[src/rtl/instr_fetch_queue.sv]
// rtl/instr_fetch_queue.sv - in-order instruction prefetch queue with redirect flush and halt
module instr_fetch_queue #(
   parameter int              DEPTH    = 4,
   parameter int              AW       = 16,
   parameter logic [AW-1:0]   RESET_PC = '0
) (
   input  logic          clk,
   input  logic          rst,
   output logic          imem_req_valid,
   input  logic          imem_req_ready,
   output logic [AW-1:0] imem_addr,
   input  logic          imem_rsp_valid,
   input  logic [31:0]   imem_rdata,
   output logic [31:0]   Instruction,
   output logic [31:0]   Instruction_next,
   output logic          instr_valid,
   output logic          instr_next_valid,
   output logic [AW-1:0] instr_pc,
   output logic          next_is_branch,
   input  logic          id_ready,
   input  logic          redirect_valid,
   input  logic [AW-1:0] redirect_pc,
   input  logic          halt
);

   localparam int PW = $clog2(DEPTH);
   localparam int CW = PW + 1;
   localparam logic [CW:0] C_DEPTH = (CW+1)'(DEPTH);

   typedef enum logic {
      ST_RUN    = 1'b0,
      ST_HALTED = 1'b1
   } state_t;

   state_t          r_state;
   logic [AW-1:0]   r_fetch_pc;
   logic [AW-1:0]   r_resp_pc;
   logic [CW-1:0]   r_count;
   logic [CW-1:0]   r_outstanding;
   logic [CW-1:0]   r_drop;
   logic [PW-1:0]   r_rd_ptr;
   logic [PW-1:0]   r_wr_ptr;
   logic [31:0]     r_word [DEPTH];
   logic [AW-1:0]   r_pc   [DEPTH];

   logic            w_credit;
   logic            w_accept;
   logic            w_rsp;
   logic            w_push;
   logic            w_pop;
   logic            w_next_valid;
   logic [PW-1:0]   w_rd_next;
   logic [CW:0]     w_inflight;
   logic [6:0]      w_next_op;

   // Credit counts queued words plus words still in flight, so every
   // accepted request is guaranteed a free slot when its data returns.
   assign w_inflight     = {1'b0, r_count} + {1'b0, r_outstanding};
   assign w_credit       = (w_inflight < C_DEPTH);
   assign imem_req_valid = !rst && (r_state == ST_RUN) && !redirect_valid && !halt && w_credit;
   assign imem_addr      = r_fetch_pc;
   assign w_accept       = imem_req_valid && imem_req_ready;

   // A response with nothing outstanding (a straggler from before a reset) is ignored.
   assign w_rsp  = imem_rsp_valid && (r_outstanding != '0);
   assign w_push = w_rsp && !redirect_valid && (r_drop == '0);
   assign w_pop  = id_ready && instr_valid && !redirect_valid;

   assign w_rd_next = r_rd_ptr + PW'(1);

   assign instr_valid      = (r_count != '0);
   assign w_next_valid     = (r_count > CW'(1));
   assign instr_next_valid = w_next_valid;
   assign Instruction      = r_word[r_rd_ptr];
   assign instr_pc         = r_pc[r_rd_ptr];
   assign Instruction_next = w_next_valid ? r_word[w_rd_next] : 32'h0;
   assign w_next_op        = Instruction_next[31:25];
   assign next_is_branch   = w_next_valid &&
                             ((w_next_op == 7'b1100000) || (w_next_op == 7'b1100010));

   // PCs, occupancy, in-flight/drop bookkeeping and run/halt state; redirect overrides all
   always_ff @(posedge clk or posedge rst) begin
      if (rst) begin
         r_state       <= ST_RUN;
         r_fetch_pc    <= RESET_PC;
         r_resp_pc     <= RESET_PC;
         r_count       <= '0;
         r_outstanding <= '0;
         r_drop        <= '0;
         r_rd_ptr      <= '0;
         r_wr_ptr      <= '0;
      end else begin
         r_outstanding <= r_outstanding + CW'(w_accept) - CW'(w_rsp);
         if (redirect_valid) begin
            r_state    <= ST_RUN;
            r_fetch_pc <= redirect_pc;
            r_resp_pc  <= redirect_pc;
            r_count    <= '0;
            r_rd_ptr   <= '0;
            r_wr_ptr   <= '0;
            // everything still in flight after this cycle belongs to the old path
            r_drop     <= r_outstanding - CW'(w_rsp);
         end else begin
            if (halt) begin
               r_state <= ST_HALTED;
            end
            if (w_accept) begin
               r_fetch_pc <= r_fetch_pc + AW'(1);
            end
            if (w_rsp && (r_drop != '0)) begin
               r_drop <= r_drop - CW'(1);
            end
            if (w_push) begin
               r_resp_pc <= r_resp_pc + AW'(1);
               r_wr_ptr  <= r_wr_ptr + PW'(1);
            end
            if (w_pop) begin
               r_rd_ptr <= w_rd_next;
            end
            r_count <= r_count + CW'(w_push) - CW'(w_pop);
         end
      end
   end

   // Queue storage: a push writes the returned word and its PC into the tail slot
   always_ff @(posedge clk or posedge rst) begin
      if (rst) begin
         for (int i = 0; i < DEPTH; i++) begin
            r_word[i] <= '0;
            r_pc[i]   <= '0;
         end
      end else if (w_push) begin
         r_word[r_wr_ptr] <= imem_rdata;
         r_pc[r_wr_ptr]   <= r_resp_pc;
      end
   end

endmodule

[config.mk]
export PLATFORM = sky130hd
export DESIGN_NAME = instr_fetch_queue
export DESIGN_NICKNAME = d
export VERILOG_FILES = /design/src/rtl/instr_fetch_queue.sv
export SDC_FILE = /design/constraint.sdc
export NUM_CORES = 1
export LEC_CHECK = 0
export ABC_CLOCK_PERIOD_IN_PS = 24600
export CAP_MARGIN = 20
export CORE_ASPECT_RATIO = 2
export CORE_MARGIN = 2
export CORE_UTILIZATION = 55
export CTS_CLUSTER_DIAMETER = 150
export DETAILED_ROUTE_END_ITERATION = 7
export PLACE_DENSITY = 0.79
export SYNTH_ARGS = -nofsm -noshare
export SYNTH_HDL_FRONTEND = slang
export SYNTH_SLANG_ARGS = --single-unit
[constraint.sdc]
create_clock -name clk -period 24.6 [get_ports clk]
set_input_delay 6.15 -clock clk [delete_from_list [all_inputs] [get_ports clk]]
set_output_delay 6.15 -clock clk [all_outputs]
set_load 0.005 [all_outputs]
# Word level (Yosys, flattened, before mapping)
# Index checks and enable logic that the tools add are counted.
# op_classes
addsub	11
multipliers	0
div	0
order_cmp	6
n_eq_ne	2
shifts	0
mux	29
n_bitwise	4
n_reduce_logical	26
# ops
op	n
32-bit two-way mux	6
32-bit binary-select mux with 2-bit select	2
128-bit bitwise mux	1
16-bit two-way mux	7
64-bit bitwise mux	1
32-bit demux with 2-bit select	1
16-bit by 1-bit adder with 16-bit output, second input constant	2
16-bit binary-select mux with 2-bit select	1
16-bit demux with 2-bit select	1
7-bit == test, second input constant	2
1-bit logical AND	13
2-bit nonzero test	5
3-bit >= comparator, second input constant	3
3-bit two-way mux	3
2-bit NOT with 3-bit output	3
3-bit nonzero test	3
3-bit by 1-bit subtractor with 3-bit output	3
2-bit two-way mux	4
3-bit by 1-bit adder with 3-bit output	2
2-bit by 1-bit adder with 2-bit output, second input constant	2
3-bit by 3-bit adder with 4-bit output	1
4-bit by 3-bit less-than comparator with 1-bit output, second input constant	1
3-bit by 1-bit greater-than comparator with 1-bit output, second input constant	1
1-bit zero test	3
other kinds (6)	7
# totals
ff_bits	238
latch_bits	0
ram_bits	0
rom_bits	0
input_bits	55
output_inout_bits	100
word_cells	94
n_memories	0

# Longest topological paths before layout
# Gate-level depths: netlist of run 1.
# depth
word_depth	9
ltp_mapped	16
mapped_depth_nobuf	12

# Worst setup path after synthesis of run 1
# OpenSTA, ideal clock, no wires.
# synth_timing
kind	input to output
from	in redirect_valid
to	out imem_req_valid
arrival_time_ns	6.776
t_required_ns	18.450
slack_ns	11.674
path_stages	3
path_buffers	1
path_cell_list	buf_2 -> nor4_2 -> and3_1
# synth_via
elab_chain_cells	4
# synth_lines
element	line	text
start: declaration	21	input logic redirect_valid,
1-bit zero test	60	assign imem_req_valid = !rst && (r_state == ST_RUN) && !redirect_valid && !halt && w_credit;
1-bit logical AND (3 in series)	60	
end: declaration	9	output logic imem_req_valid,
# No other way between the ends.

# Worst setup path after layout of run 1
# layout_timing
from	in rst
to	out imem_req_valid
# layout_via
elab_chain_cells	5
# layout_lines
element	line	text
start: declaration	8	input logic rst,
1-bit zero test (no line)	--	
1-bit logical AND (4 in series)	60	
# No other way between the ends.

==> key figures, run 1 <==
Global routing
  – Gr ovfl total: 0
  – Pin count of the biggest net entering global routing: 85
  – Vias in the first global route: around 8500
  – First-pass GRT wire length: ~44000 um
  – Global Route Usage Sum: between 20% and 30%
  – Antenna violations before repair: 0

Clock tree
  – Clock Sink Count: 238
  – CTS H-tree depth: 1
  – CTS hold repair buffers: 0
  – Worst skew pair latency: around 0.52 ns
  – Post_cts resized: 0
  – Setup bufs post-CTS: 0
  – Root Buffer: clkbuf_16
  – CTS max path bufs: 3
  – TritonCTS clock tree: done
  – Cts bufs inserted: 22
  – Clock slew at reported path FFs: about 0.06 ns

Synth
  – Synth async-reset ratio: 100.0%
  – Syn avg cell area: ~14 um^2
  – Yosys warnings: 0
  – Seq/Total Area, Yosys: about half
  – Seq cells post-synth: ~240
  – EDFF count, synth: 0
  – Post-Synthesis Cell Area: around 0.012 mm^2
  – Synthesized Nets: approximately 930
  – Synthesized netlist cell count: 859
  – Synth cell types: 54
  – Top_reg_cell synth: dfrtp_1

Setup path
  – Type of origin of the critical path: primary input
  – Arr. time, crit path: around 7.9 ns
  – Crit Path Class: in -> out
  – Crit path top cell by count: clkdlybuf4s50_1
  – Worst path max stage delay: about 0.51 ns
  – WP data required: around 18 ns
  – Crit path cell chain: clkdlybuf4s50_1, nor3_1, and3_1, clkdlybuf4s50_1
  – Critical path capture point type: primary output
  – Max stage delay cell, worst path: clkdlybuf4s50_1
  – Critical Path Fanout Max: 5
  – Crit-path leading delay family: buffers and inverters
  – Bufs and invs on worst path: 2

Placed design
  – Inst Count DP: around 1200
  – GPL Wtd Cong: about 0.86
  – Hpwl dp: about 18000 um
  – IO buf count: 154

Routing
  – DRT iter0 DRCs: approximately 380
  – Wire per inst: 21.54 um
  – Via/cell ratio: 6.198
  – Routed wl met3: roughly 920 um
  – DR top layer: met4
  – Post-Route WL: ~27000 um
  – Antenna Nets Post-Route: 0
  – Drt first pass iters: 4
  – Via count: between 7000 and 8000
  – Wire length on met2: 15550 um
  – DRT met1 WL: about 10000 um
  – Remaining DRCs: 0

Power
  – Tot Pwr: between 1000 and 1500 uW
  – Pwr/cell area: approximately 94 mW/mm^2
  – Leakage power: 0.006276 uW
  – Combinational Power Share: between 30% and 40%
  – Clock power frac: between 20 and 25%
  – P_int: approximately 960 uW
  – Peak VDD IR: 0.05680 mV
  – Sw Ratio: 29.50%
  – Switch Pwr: about 400 uW
  – Sequential share of power: around two fifths

STA
  – Max-slew headroom: a little over a quarter
  – Final setup fails: 0
  – Min cycle time layout: between 10 and 15 ns
  – Final period util: approximately 57%
  – Fin. max-slew vios: 0
  – Worst-Margin Slew: 1.087 ns
  – RSZ-0062 raised after global routing: no
  – Fmax: roughly 71 MHz
  – TNS Setup: 0 ns
  – Final Skew: 0.01174 ns
  – Final hold vios: 0

Job
  – Max Cap Viol: 0

Floorplanning
  – Core area: 0.02149 mm^2
  – Row cnt: 76
  – Initial Util: between 50% and 60%
  – Die Span Y: 213.3 um
  – Die Area: between 0.02 and 0.025 mm^2
  – Die Wd: 108.7 um
  – I/O pins: around 160

Layout
  – Nets: around 1100
  – Fin util: roughly two thirds
  – P&R area growth vs syn: 19.79%
  – ANT cells: 0
  – Cell Count, Final, Fillers Out: 1273
  – Share of cells above drive strength 1: between 30% and 40%
  – Layout fillers: about 1600

Run status
  – Status: complete, no violations

Worst hold path
  – Min-Delay Path Class: reg -> reg
-- worst paths after layout --
path,start,end,slack (ns),cells after the start
hold reg to reg,r_pc[13],r_pc[13],0.50,1
min in group asynchronous,rst,r_count[2],6.17,2
setup / recovery,rst,imem_req_valid,10.60,4
max in group asynchronous,rst,r_word[20],17.07,3
setup reg to reg,r_drop[0],r_count[2],21.33,12
hold / removal,r_pc[13],r_pc[13],0.50,1
-- worst reg2reg max path: cells and delay by family, from the launching register on --
kind | cells | cell delay (ns)
AND/OR/NAND/NOR | 3 | 1.01
XOR/XNOR | 1 | 0.17
flip-flops | 1 | 0.38
adder cells (fa/ha/maj) | 4 | 1.14
buffers and inverters | 4 | 0.46
-- sequential cells by signal (all words and copies together) (netlist names) --
signal / count
r_state: 1
r_outstanding: 3
r_pc: 64
r_resp_pc: 16
r_rd_ptr: 2
imem_addr: 16
r_drop: 3
r_wr_ptr: 2
r_word: 128
r_count: 3
-- power groups by stage --
stage / combinational, uW / sequential, uW / clock, uW
CTS: 480 / 547 / 344
floorplan: 302 / 517 / 0
finish: 472 / 547 / 336
global route: 512 / 559 / 357
detailed placement: 477 / 554 / 0
global placement: 467 / 547 / 0
-- cells in the mapped netlist (all sizes together), types with 6 or more instances --
library cell    n  area share, %
dfrtp         238             49
mux2          196             18
mux4           74             14
buf            43            2.1
nand2          41            1.3
nor2b          31            1.6
o311ai         24            1.7
inv            22           0.71
nor2           21           0.65
ha             17            1.8
clkbuf         16           0.50
o21ai          15           0.62
nand3          11           0.46
nand4          10           0.52
a31oi           8           0.42
or4             8           0.50
o31ai           7           0.44
and3            6           0.31
mux2i           6           0.50
nor3            6           0.29
-- stage by stage --
step	area [um^2]	worst slack [ns]	hold WS [ns]
after floorplan	12050	11.67	0.4736
after global placement	13720	10.62	0.4816
after detailed placement	13720	10.59	0.4886
after CTS	14410	10.58	0.5029
after global routing	14430	10.47	0.5221
final	14430	10.60	0.4989
-- cell families (layout without fill, tap and decap cells) --
logic type               Yosys count  count (layout)  synth area share, %
AO/OA/AOI/OAI                     78              78                4.767
AND/OR/NAND/NOR                  159             159                7.228
multiplexers                     276             276                32.65
flip-flops                       238             238                49.43
XOR/XNOR                           7               7               0.5089
buffers and inverters             82             223                3.313
adder cells (fa/ha/maj)           19              19                2.098
-- cell usage in the layout, fill, tap and decap left out, types with 7 or more instances in the layout --
cell / n
mux4_2: 74
nand4_1: 10
nor2_1: 21
o311ai_0: 24
inv_1: 20
o31ai_1: 7
ha_1: 17
mux2_2: 196
nand3_1: 11
nor2b_1: 31
buf_4: 8
o21ai_0: 15
nand2_1: 37
dfrtp_1: 236
clkdlybuf4s50_1: 154
a31oi_1: 8
clkbuf_16: 23
or4_1: 8
-- routing by layer --
metal	track usage, %	up-vias
met5	0	-
met2	46.53	222
li1	-	3501
met4	9.549	0
met1	27.64	4114
met3	2.442	53
-- final cells by class --
| cell class | instances | area, um^2 | area share, % |
|---|---|---|---|
| clock buffer | 32 | 639.4 | 4.430 |
| clock inverter | 5 | 50.05 | 0.3468 |
| inverter | 23 | 96.34 | 0.6675 |
| multi-input combinational | 539 | 5713 | 39.58 |
| sequential | 238 | 5963 | 41.32 |
| tap | 273 | 341.6 | 2.367 |
| timing repair buffer | 163 | 1629 | 11.29 |
Note: power is estimated with default switching activity, not from simulation.
==> run 2, diff against run 1 <==
==> config.mk (replaced) <==
export PLATFORM = sky130hd
export DESIGN_NAME = instr_fetch_queue
export DESIGN_NICKNAME = d
export VERILOG_FILES = /design/src/rtl/instr_fetch_queue.sv
export SDC_FILE = /design/constraint.sdc
export NUM_CORES = 1
export LEC_CHECK = 0
export ABC_CLOCK_PERIOD_IN_PS = 11950
export CAP_MARGIN = 20
export CORE_ASPECT_RATIO = 2
export CORE_MARGIN = 2
export CORE_UTILIZATION = 51
export CTS_CLUSTER_DIAMETER = 150
export DETAILED_ROUTE_END_ITERATION = 7
export PLACE_DENSITY = 0.77
export SYNTH_ARGS = -nofsm -noshare
export SYNTH_HDL_FRONTEND = slang
export SYNTH_SLANG_ARGS = --single-unit
==> constraint.sdc (replaced) <==
create_clock -name clk -period 11.95 [get_ports clk]
set_input_delay 2.9875 -clock clk [delete_from_list [all_inputs] [get_ports clk]]
set_output_delay 2.9875 -clock clk [all_outputs]
set_load 0.005 [all_outputs]
==> run 2 against run 1 <==
Net effect: count of clock-buffer cells in the layout is 3 higher; clock power is 110% higher; sequential power is 100% higher; die area is 7.6% higher; largest cell class unchanged; largest power group unchanged.
==> key figures, run 2 (synthesis results as in run 1) <==
Floorplanning
  – Die Wd: 112.7 um
  – Die Span Y: roughly 220 um
  – Core area: approximately 0.023 mm^2
  – Die Area: about 0.025 mm^2
  – Row cnt: roughly 80
  – I/O pins: roughly 160
  – Initial Util: between 50% and 60%

Placed design
  – GPL Wtd Cong: 0.8738
  – Place WS: ~4.2 ns
  – Inst Count DP: about 1200
  – Hpwl dp: around 18000 um
  – IO buf count: about 150

Routing
  – Via count: just under 8000
  – Drt first pass iters: 6
  – Via/cell ratio: between 6 and 7
  – Remaining DRCs: 0
  – Antenna Nets Post-Route: 0
  – Post-Route WL: 26730 um
  – DRT iter0 DRCs: ~320
  – Wire per inst: between 20 and 25 um

STA
  – Final period util: 64.72%
  – TNS Setup: 0 ns
  – Fin. max-slew vios: 0
  – Fmax: 129.3 MHz
  – Max-slew headroom: between 30% and 40%
  – Final Skew: approximately 0.0065 ns
  – Min cycle time layout: around 7.7 ns
  – RSZ-0062 raised after global routing: no
  – Final setup fails: 0
  – Worst setup margin: ~4.2 ns
  – Hold_ws: approximately 0.5 ns
  – Final hold vios: 0
  – Worst-Margin Slew: ~0.96 ns

Job
  – Max Cap Viol: 0

Global routing
  – Antenna violations before repair: 0
  – First-pass GRT wire length: around 44000 um
  – Gr ovfl total: 0
  – Vias in the first global route: 8097
  – Pin count of the biggest net entering global routing: around 120
  – Global Route Usage Sum: between 20% and 30%

Power
  – Peak VDD IR: 0.1304 mV
  – Pwr/cell area: 193.7 mW/mm^2
  – Tot Pwr: 2813 uW
  – Leakage power: approximately 0.0063 uW

Clock tree
  – Worst skew pair latency: roughly 0.5 ns
  – Setup bufs post-CTS: 0
  – CTS max path bufs: 3
  – TritonCTS clock tree: done
  – Clock slew at reported path FFs: approximately 0.060 ns
  – CTS hold repair buffers: 0
  – Cts bufs inserted: 22
  – Post_cts resized: 0
  – CTS H-tree depth: 1
  – Root Buffer: clkbuf_16
  – Clock Sink Count: around 240

Setup path
  – Type of origin of the critical path: primary input
  – Crit path top cell by count: clkdlybuf4s50_1
  – Crit-path leading delay family: buffers and inverters
  – Crit Path Class: in -> out
  – Bufs and invs on worst path: 2
  – Worst path max stage delay: 0.52 ns
  – WP data required: roughly 9 ns
  – Arr. time, crit path: 4.75 ns
  – Crit path cell chain: clkdlybuf4s50_1, nor3_1, and3_1, clkdlybuf4s50_1
  – Max stage delay cell, worst path: nor3_1
  – Critical path capture point type: primary output
  – Critical Path Fanout Max: 5

Layout
  – P&R area growth vs syn: 20.52%
  – Cell Count, Final, Fillers Out: between 1000 and 1500
  – Nets: 1064
  – Share of cells above drive strength 1: 32.84%
  – Commonest cells after routing, fill and taps aside: dfrtp_1 (236), mux2_2 (196), clkdlybuf4s50_1 (154)
  – Largest register FFs: between 100 and 150
  – Layout fillers: about 1800
  – ANT cells: 0
  – Largest Register: r_word
  – Regs by FF count: r_word x128, r_pc x64
  – Most common cell after layout, fill and taps aside: dfrtp_1

Worst hold path
  – Min-Delay Path Class: reg -> reg

Run status
  – Status: complete, no violations
## run 2: path summary, 6_finish.rpt
kind,startpoint,cells after the start,slack [ns],end
min,r_pc[1],1,0.50,r_pc[1]
max reg2reg,r_drop[0],12,8.89,r_count[2]
max,rst,4,4.22,imem_req_valid
min reg2reg,r_pc[1],1,0.50,r_pc[1]
max in group asynchronous,rst,4,7.51,r_pc[20]
min in group asynchronous,rst,2,3.06,r_word[124]
## run 2: final cells by class
| type | count | area (um^2) | area share, % |
|---|---|---|---|
| Timing Repair Buffer | 166 | 1672 | 11.51 |
| Sequential cell | 238 | 5963 | 41.07 |
| Clock buffer | 35 | 680.7 | 4.688 |
| Inverter | 23 | 96.34 | 0.6635 |
| Clock inverter | 4 | 51.30 | 0.3533 |
| Multi-Input combinational cell | 539 | 5703 | 39.28 |
| Tap cell | 283 | 354.1 | 2.439 |
## run 2: power by group
part,internal [uW],switching (uW)
logic,611,374
clock network,413,296
registers,972,146
total,2000,817
## run 2: per-stage QoR
stage | area (um^2) | util [%]
floorplan | 12050 | -
finish | 14520 | 62.51
global route | 14520 | 62.51
detailed placement | 13730 | 59.12
CTS | 14470 | 62.27
global placement | 13730 | 59.12
## run 2: metal layers
layer	GRT usage, %	share of wire (%)	vias up
li1	-	-	3512
met1	25.89	38	4135
met2	41.51	57	176
met3	2.109	3.2	30
met4	6.491	2.3	0
met5	0	0	-
